`src/rtl/alu_cmd_sequencer.sv`:
```
// alu_cmd_sequencer: drives the memory-mapped ALU's four register writes per command.
// Optional ALU_SEQ_OPERAND_CACHE_EN skips writes whose value the ALU already holds.
module alu_cmd_sequencer #(
  parameter int ADDR_WIDTH     = 2,
  parameter int DATA_WIDTH     = 8,
  parameter int RESULT_LATENCY = 2
) (
  input  logic                  clk,
  input  logic                  rst_n,
  input  logic                  cmd_valid,
  output logic                  cmd_ready,
  input  logic [DATA_WIDTH-1:0] cmd_a,
  input  logic [DATA_WIDTH-1:0] cmd_b,
  input  logic [2:0]            cmd_op,
  output logic                  bus_enable,
  output logic                  bus_rd_wr,
  output logic [ADDR_WIDTH-1:0] bus_addr,
  output logic [DATA_WIDTH-1:0] bus_wr_data,
  input  logic [15:0]           res_in,
  output logic                  rsp_valid,
  input  logic                  rsp_ready,
  output logic [15:0]           rsp_data,
  output logic                  rsp_op_err,
  output logic                  busy
);

  localparam int CW = (RESULT_LATENCY > 1) ? $clog2(RESULT_LATENCY) : 1;
  localparam logic [CW-1:0] LAST = CW'(RESULT_LATENCY - 1);

  typedef enum logic [2:0] {
    IDLE, WR_A, WR_B, WR_OP, EXEC, WAIT, RESP
  } state_t;

  state_t state, state_d;
  state_t after_a, after_b, in_after_a, in_after_b, in_first;

  logic [DATA_WIDTH-1:0] a_q, a_d, b_q, b_d;
  logic [2:0]            op_q, op_d;
  logic [CW-1:0]         cnt, cnt_d;

  logic                  bus_enable_d;
  logic [ADDR_WIDTH-1:0] bus_addr_d;
  logic [DATA_WIDTH-1:0] bus_wr_data_d;
  logic                  rsp_valid_d;
  logic [15:0]           rsp_data_d;
  logic                  rsp_op_err_d;

  logic accept;
  logic skip_b, skip_op;
  logic in_skip_a, in_skip_b, in_skip_op;

  assign accept    = cmd_valid && cmd_ready;
  assign bus_rd_wr = 1'b0;

`ifdef ALU_SEQ_OPERAND_CACHE_EN
  logic [DATA_WIDTH-1:0] ca_q, ca_d, cb_q, cb_d;
  logic [2:0]            cop_q, cop_d;
  logic                  cv_q, cv_d;

  assign in_skip_a  = cv_q && (cmd_a == ca_q);
  assign in_skip_b  = cv_q && (cmd_b == cb_q);
  assign in_skip_op = cv_q && (cmd_op == cop_q);
  assign skip_b     = cv_q && (b_q == cb_q);
  assign skip_op    = cv_q && (op_q == cop_q);
`else
  assign in_skip_a  = 1'b0;
  assign in_skip_b  = 1'b0;
  assign in_skip_op = 1'b0;
  assign skip_b     = 1'b0;
  assign skip_op    = 1'b0;
`endif

  // Skipped writes collapse into the same cycle, so chains resolve combinationally
  assign after_b    = skip_op ? EXEC : WR_OP;
  assign after_a    = skip_b ? after_b : WR_B;
  assign in_after_b = in_skip_op ? EXEC : WR_OP;
  assign in_after_a = in_skip_b ? in_after_b : WR_B;
  assign in_first   = in_skip_a ? in_after_a : WR_A;

  always_comb begin
    state_d       = state;
    a_d           = a_q;
    b_d           = b_q;
    op_d          = op_q;
    cnt_d         = cnt;
    bus_enable_d  = 1'b0;
    bus_addr_d    = '0;
    bus_wr_data_d = '0;
    rsp_valid_d   = 1'b0;
    rsp_data_d    = rsp_data;
    rsp_op_err_d  = rsp_op_err;
`ifdef ALU_SEQ_OPERAND_CACHE_EN
    ca_d          = ca_q;
    cb_d          = cb_q;
    cop_d         = cop_q;
    cv_d          = cv_q;
`endif
    unique case (state)
      IDLE: begin
        if (accept) begin
          a_d     = cmd_a;
          b_d     = cmd_b;
          op_d    = cmd_op;
          state_d = in_first;
        end
      end
      WR_A: begin
        bus_enable_d  = 1'b1;
        bus_addr_d    = ADDR_WIDTH'(0);
        bus_wr_data_d = a_q;
        state_d       = after_a;
`ifdef ALU_SEQ_OPERAND_CACHE_EN
        ca_d          = a_q;
`endif
      end
      WR_B: begin
        bus_enable_d  = 1'b1;
        bus_addr_d    = ADDR_WIDTH'(1);
        bus_wr_data_d = b_q;
        state_d       = after_b;
`ifdef ALU_SEQ_OPERAND_CACHE_EN
        cb_d          = b_q;
`endif
      end
      WR_OP: begin
        bus_enable_d  = 1'b1;
        bus_addr_d    = ADDR_WIDTH'(2);
        bus_wr_data_d = DATA_WIDTH'(op_q);
        state_d       = EXEC;
`ifdef ALU_SEQ_OPERAND_CACHE_EN
        cop_d         = op_q;
`endif
      end
      EXEC: begin
        bus_enable_d  = 1'b1;
        bus_addr_d    = ADDR_WIDTH'(3);
        bus_wr_data_d = DATA_WIDTH'(1);
        cnt_d         = '0;
        state_d       = WAIT;
`ifdef ALU_SEQ_OPERAND_CACHE_EN
        cv_d          = 1'b1;
`endif
      end
      WAIT: begin
        cnt_d = cnt + CW'(1);
        if (cnt == LAST) begin
          rsp_data_d   = res_in;
          rsp_op_err_d = (op_q > 3'd4);
          state_d      = RESP;
        end
      end
      RESP: begin
        if (rsp_valid && rsp_ready) state_d = IDLE;
        else rsp_valid_d = 1'b1;
      end
      default: state_d = IDLE;
    endcase
  end

  always_ff @(posedge clk) begin
    if (!rst_n) begin
      state       <= IDLE;
      a_q         <= '0;
      b_q         <= '0;
      op_q        <= '0;
      cnt         <= '0;
      cmd_ready   <= 1'b1;
      busy        <= 1'b0;
      bus_enable  <= 1'b0;
      bus_addr    <= '0;
      bus_wr_data <= '0;
      rsp_valid   <= 1'b0;
      rsp_data    <= '0;
      rsp_op_err  <= 1'b0;
    end else begin
      state       <= state_d;
      a_q         <= a_d;
      b_q         <= b_d;
      op_q        <= op_d;
      cnt         <= cnt_d;
      cmd_ready   <= (state_d == IDLE);
      busy        <= (state_d != IDLE);
      bus_enable  <= bus_enable_d;
      bus_addr    <= bus_addr_d;
      bus_wr_data <= bus_wr_data_d;
      rsp_valid   <= rsp_valid_d;
      rsp_data    <= rsp_data_d;
      rsp_op_err  <= rsp_op_err_d;
    end
  end

`ifdef ALU_SEQ_OPERAND_CACHE_EN
  always_ff @(posedge clk) begin
    if (!rst_n) begin
      ca_q  <= '0;
      cb_q  <= '0;
      cop_q <= '0;
      cv_q  <= 1'b0;
    end else begin
      ca_q  <= ca_d;
      cb_q  <= cb_d;
      cop_q <= cop_d;
      cv_q  <= cv_d;
    end
  end
`endif

endmodule
```
`config.mk`:
```
export PLATFORM = sky130hd
export DESIGN_NAME = alu_cmd_sequencer
export DESIGN_NICKNAME = d
export VERILOG_FILES = /design/src/rtl/alu_cmd_sequencer.sv
export SDC_FILE = /design/constraint.sdc
export NUM_CORES = 1
export LEC_CHECK = 0
export CAP_MARGIN = 20
export CORE_MARGIN = 2
export CORE_UTILIZATION = 45
export CTS_CLUSTER_SIZE = 30
export DETAILED_ROUTE_END_ITERATION = 8
export GPL_TIMING_DRIVEN = 1
export PLACE_DENSITY = 0.77
export SLEW_MARGIN = 20
export SYNTH_ARGS = -nofsm -noshare
export SYNTH_HDL_FRONTEND = slang
export SYNTH_SLANG_ARGS = --single-unit
```
`constraint.sdc`:
```
create_clock -name clk -period 1.7 [get_ports clk]
set_input_delay 0.425 -clock clk [delete_from_list [all_inputs] [get_ports clk]]
set_output_delay 0.425 -clock clk [all_outputs]
set_load 0.01 [all_outputs]
```
# Word level (Yosys, flattened, before mapping)
# Index checks and enable logic that the tools add are counted.
[op_classes]
n_lt_le_gt_ge = 1
eq_ne = 6
n_reduce_logical = 10
add_sub_neg = 1
mux = 9
[ops]
columns = ["cell", "n"]
rows = [
  ["8-bit one-hot mux with 4 select lines", 1],
  ["3-bit one-hot mux with 7 select lines", 1],
  ["3-bit equality test (second input constant)", 3],
  ["3-bit 2-to-1 mux", 3],
  ["3-bit by 2-bit equality test with 1-bit output (second input constant)", 2],
  ["3-bit zero test", 2],
  ["2-bit one-hot mux with 3 select lines", 1],
  ["2-bit AND reduction", 3],
  ["4-bit OR reduction", 1],
  ["3-bit by 1-bit equality test with 1-bit output (second input constant)", 1],
  ["3-bit > comparator (second input constant)", 1],
  ["3-bit nonzero test", 1],
  ["1-bit logical AND", 2],
  ["1-bit 2-to-1 mux", 2],
  ["1-bit one-hot mux with 2 select lines", 1],
  ["2-bit nonzero test", 1],
  ["1-bit adder (second input constant)", 1],
]
[word_totals]
out_inout_bits = 32
regBits = 54
inputBits = 39
wordCells = 40

# Logic depth before layout (Yosys ltp)
[logic_depth]
depth_word = 4
depth_mapped = 5
depth_no_buf = 3

# Worst setup path before layout
# Ideal clock, no wire load.
[synth_timing]
path_kind = "reg2reg"
from = "reg state[0]"
to = "reg a_q[0]"
stages_incl_launch_ff = 6
setup_slack_ps = 471
required_time_ps = 1628
period_less_slack_ps = 1229
path_buffers = 2
t_arrival_ps = 1157
setup_time_ps = 72
cell_sequence = "dfxtp_1 -> nor2_2 -> and4b_1 -> buf_6 -> buf_12 -> mux2i_1"
[synth_between]
elab_chain_len = 2
[synth_rtl]
columns = ["element", "line_no", "text"]
rows = [
  ["from (decl)", "34", "state_t state, state_d;"],
  ["from (signal assigned)", "176", "state <= state_d;"],
  ["3-bit zero test", "98", "unique case (state)"],
  ["2-bit AND reduction (no source line)", "-", ""],
  ["to (signal assigned)", "163", "a_q <= '0;"],
  ["to (signal assigned)", "177", "a_q <= a_d;"],
  ["to (decl)", "37", "logic [DATA_WIDTH-1:0] a_q, a_d, b_q, b_d;"],
]
# Every way passes these cells.
# A chain may end at the register's enable or synchronous reset.

# Worst setup path in the final report
[layout_timing]
from = "reg rsp_data[11]"
to = "out rsp_data[11]"
[layout_rtl]
columns = ["element", "line_no", "text"]
rows = [
  ["from (decl)", "22", "output logic [15:0] rsp_data,"],
  ["from (signal assigned)", "187", "rsp_data <= rsp_data_d;"],
]
# No word-level cell between the ends.

==> impl_metrics.toml <==
[run_status]
outcome = "finished clean"

[power_and_ir_drop]
design_power_total_mw = 2.55
p_leak_nw = 1.10
p_per_area_nw_per_um2 = 867
ir_worst_vdd_v = 0.000615

[job]
max_cap_viol_count = 0

[logic_synthesis]
post_synth.cell_area_avg_um2 = 8.87
synth.cell_area_um2 = 2110
synth_seq_cells = 54
netlist_instances = 238
ys_types = 31
synthesis.nets = 277
yosysWarnings = 0
synth_seq_area_share = 0.512

[worst_setup_path]
path_buf_inv = 1
crit_fanout = 2
start_kind = "flip-flop"
crit_type = "reg2out"
cp_top_family = "buffers and inverters"
cp.arrival_ns = 1.19
end_kind = "output port"
crit_path_max_incr_delay_ns = 0.54
crit_chain = "clkdlybuf4s50_1"
critical_path.slowest_cell = "clkdlybuf4s50_1"
crit_required_ns = 1.27

[place]
dp_hpwl_um = 3220
placed_area_um2 = 2860
finalWeightedCongestion = 0.721
portBuffers = 69
placed_cells = 351

[min_path]
hp-class = "reg2reg"

[floorplan]
fp.dieH_um = 72.5
dieArea_um2 = 5250
ios = 71
initial_utilization = 0.475
core_um2 = 4440
fp-row-count = 24
fp.dieW_um = 72.5

[global_routing]
top_usage_layer = "met2"
use_met1 = 0.227
met3_usage = 0.0333
grt_max_degree = 47
grt_use_met2 = 0.316
grt.overflow.total = 0
grt_pass1_wl_um = 7600
antenna_found_initial = 0
track_usage = 0.182
grt_pass1_vias = 1730

[cells_and_area]
drive_above_1_share = 0.0784
fill_cells = 385
final_cell_area_um2 = 2950
nets = 345
antenna_cells = 0
syn_to_final_growth_pct = 39.6
instances_no_fill = 358
utilization = 0.663

[routing]
routed_wl_um = 4450
vias = 1810
firstDrtPassIters = 6
route.detailed.drc = 0
ant_nets = 0
drt_first_iter_violations = 85
wl_per_cell_um = 12.4
avgViaCountPerCell = 5.06

[clock_network]
h-tree-depth = 2
clock_path_buffers = 2
insertion_delay_ns = 0.30
cts_setup_buffers = 0
cts_tree = "built"
path_clk_slew_ns = 0.09
cts_made_buffers = 5
clock_sinks = 54
clk_root_buffer_cell = "clkbuf_8"

[sta]
layout_worst_path_cycle_share = 0.951
fmax_mhz = 619
setup-tns-final_ns = 0
clock_skew_ns = 0.00945
rsz0062_at_grt = "false"
hold_viol = 0
final.min_clock_period_ns = 1.62
drv_slew = 0
setup_viol = 0
## cell type report
cell class,count,area [µm²],area share
Clock buffer,5,68.8,0.0234
Clock inverter,2,15.0,0.00510
Inverter,1,3.75,0.00127
Multi-Input combinational cell,164,918,0.312
Sequential cell,54,1080,0.367
Tap cell,52,65.1,0.0221
Timing Repair Buffer,80,793,0.269
## final timing paths
path	from	slack (ns)	cells after the start	endpoint
min reg2reg	rsp_valid	0.44	1	rsp_valid
max reg2reg	state[0]	0.34	4	b_q[2]
max	rsp_data[11]	0.08	1	rsp_data[11]
min	rsp_valid	0.44	1	rsp_valid
## kinds of logic after synthesis
family,synth area share
AND/OR/NAND/NOR,0.215
flip-flops,0.512
AO/OA/AOI/OAI,0.108
multiplexers,0.106
buffers and inverters,0.0528
XOR/XNOR,0.00415
other,0.00178
## sequential cells by signal (all words and copies together), names as in the netlist
signal / count
cmd_ready: 1
rsp_op_err: 1
busy: 1
rsp_data: 16
bus_wr_data: 8
bus_enable: 1
state: 3
b_q: 8
bus_addr: 2
a_q: 8
op_q: 3
rsp_valid: 1
cnt: 1
## cell usage after synthesis, drive strengths merged
| cell type | n | area share |
|---|---|---|
| xnor2 | 1 | 0.0042 |
| nor2 | 13 | 0.024 |
| buf | 10 | 0.035 |
| nor3 | 1 | 0.0024 |
| a31oi | 1 | 0.0030 |
| nand2 | 57 | 0.10 |
| clkinv | 1 | 0.0018 |
| nor2b | 4 | 0.012 |
| conb | 1 | 0.0018 |
| and4b | 1 | 0.0047 |
| nand2b | 3 | 0.0089 |
| o21ai | 17 | 0.040 |
| a221oi | 1 | 0.0042 |
| nand3b | 2 | 0.0071 |
| clkbuf | 9 | 0.016 |
| a21oi | 6 | 0.014 |
| mux2 | 3 | 0.016 |
| dfxtp | 54 | 0.51 |
| nor4bb | 1 | 0.0047 |
| nand4b | 1 | 0.0042 |
| o211ai | 1 | 0.0036 |
| o22ai | 1 | 0.0030 |
| a221o | 1 | 0.0047 |
| mux2i | 19 | 0.090 |
| nand3 | 19 | 0.045 |
| a22oi | 8 | 0.028 |
| o21a | 2 | 0.0071 |
## repair_timing
item	in CTS	in global routing
gates resized for setup	0	1
setup endpoints to repair	0	1
hold endpoints to repair	0	0
hold buffers	0	0
## metal layers
layer | vias up | part of all wire
li1 | 938 | -
met1 | 834 | 0.47
met2 | 31 | 0.49
met3 | 7 | 0.029
met4 | 0 | 0.014
met5 | - | 0
## power breakdown
group,internal [mW],switching [mW]
combinational,0.270,0.210
sequential,1.35,0.0506
clock,0.282,0.396
## metrics by stage
stage | worst slack (ns) | hold slack (ns)
detailed placement | 0.0588 | 0.449
global route | 0.0305 | 0.485
finish | 0.0836 | 0.444
floorplan | 0.471 | 0.432
global placement | 0.107 | 0.441
CTS | 0.0343 | 0.466
## cells in the final DEF, fill, tap and decap left out, types with 2 or more instances in the layout
master / count
clkdlybuf4s50_1: 68
nand3_1: 19
nand2b_1: 3
nand3b_1: 2
buf_4: 9
mux2i_1: 19
mux2_2: 3
o21ai_0: 17
clkbuf_8: 5
nand2_1: 57
nor2b_1: 4
a21oi_1: 6
a22oi_1: 8
o21a_1: 2
dfxtp_1: 53
nor2_1: 12
buf_12: 2
clkinvlp_4: 2
(Power assumes the default switching activity.)
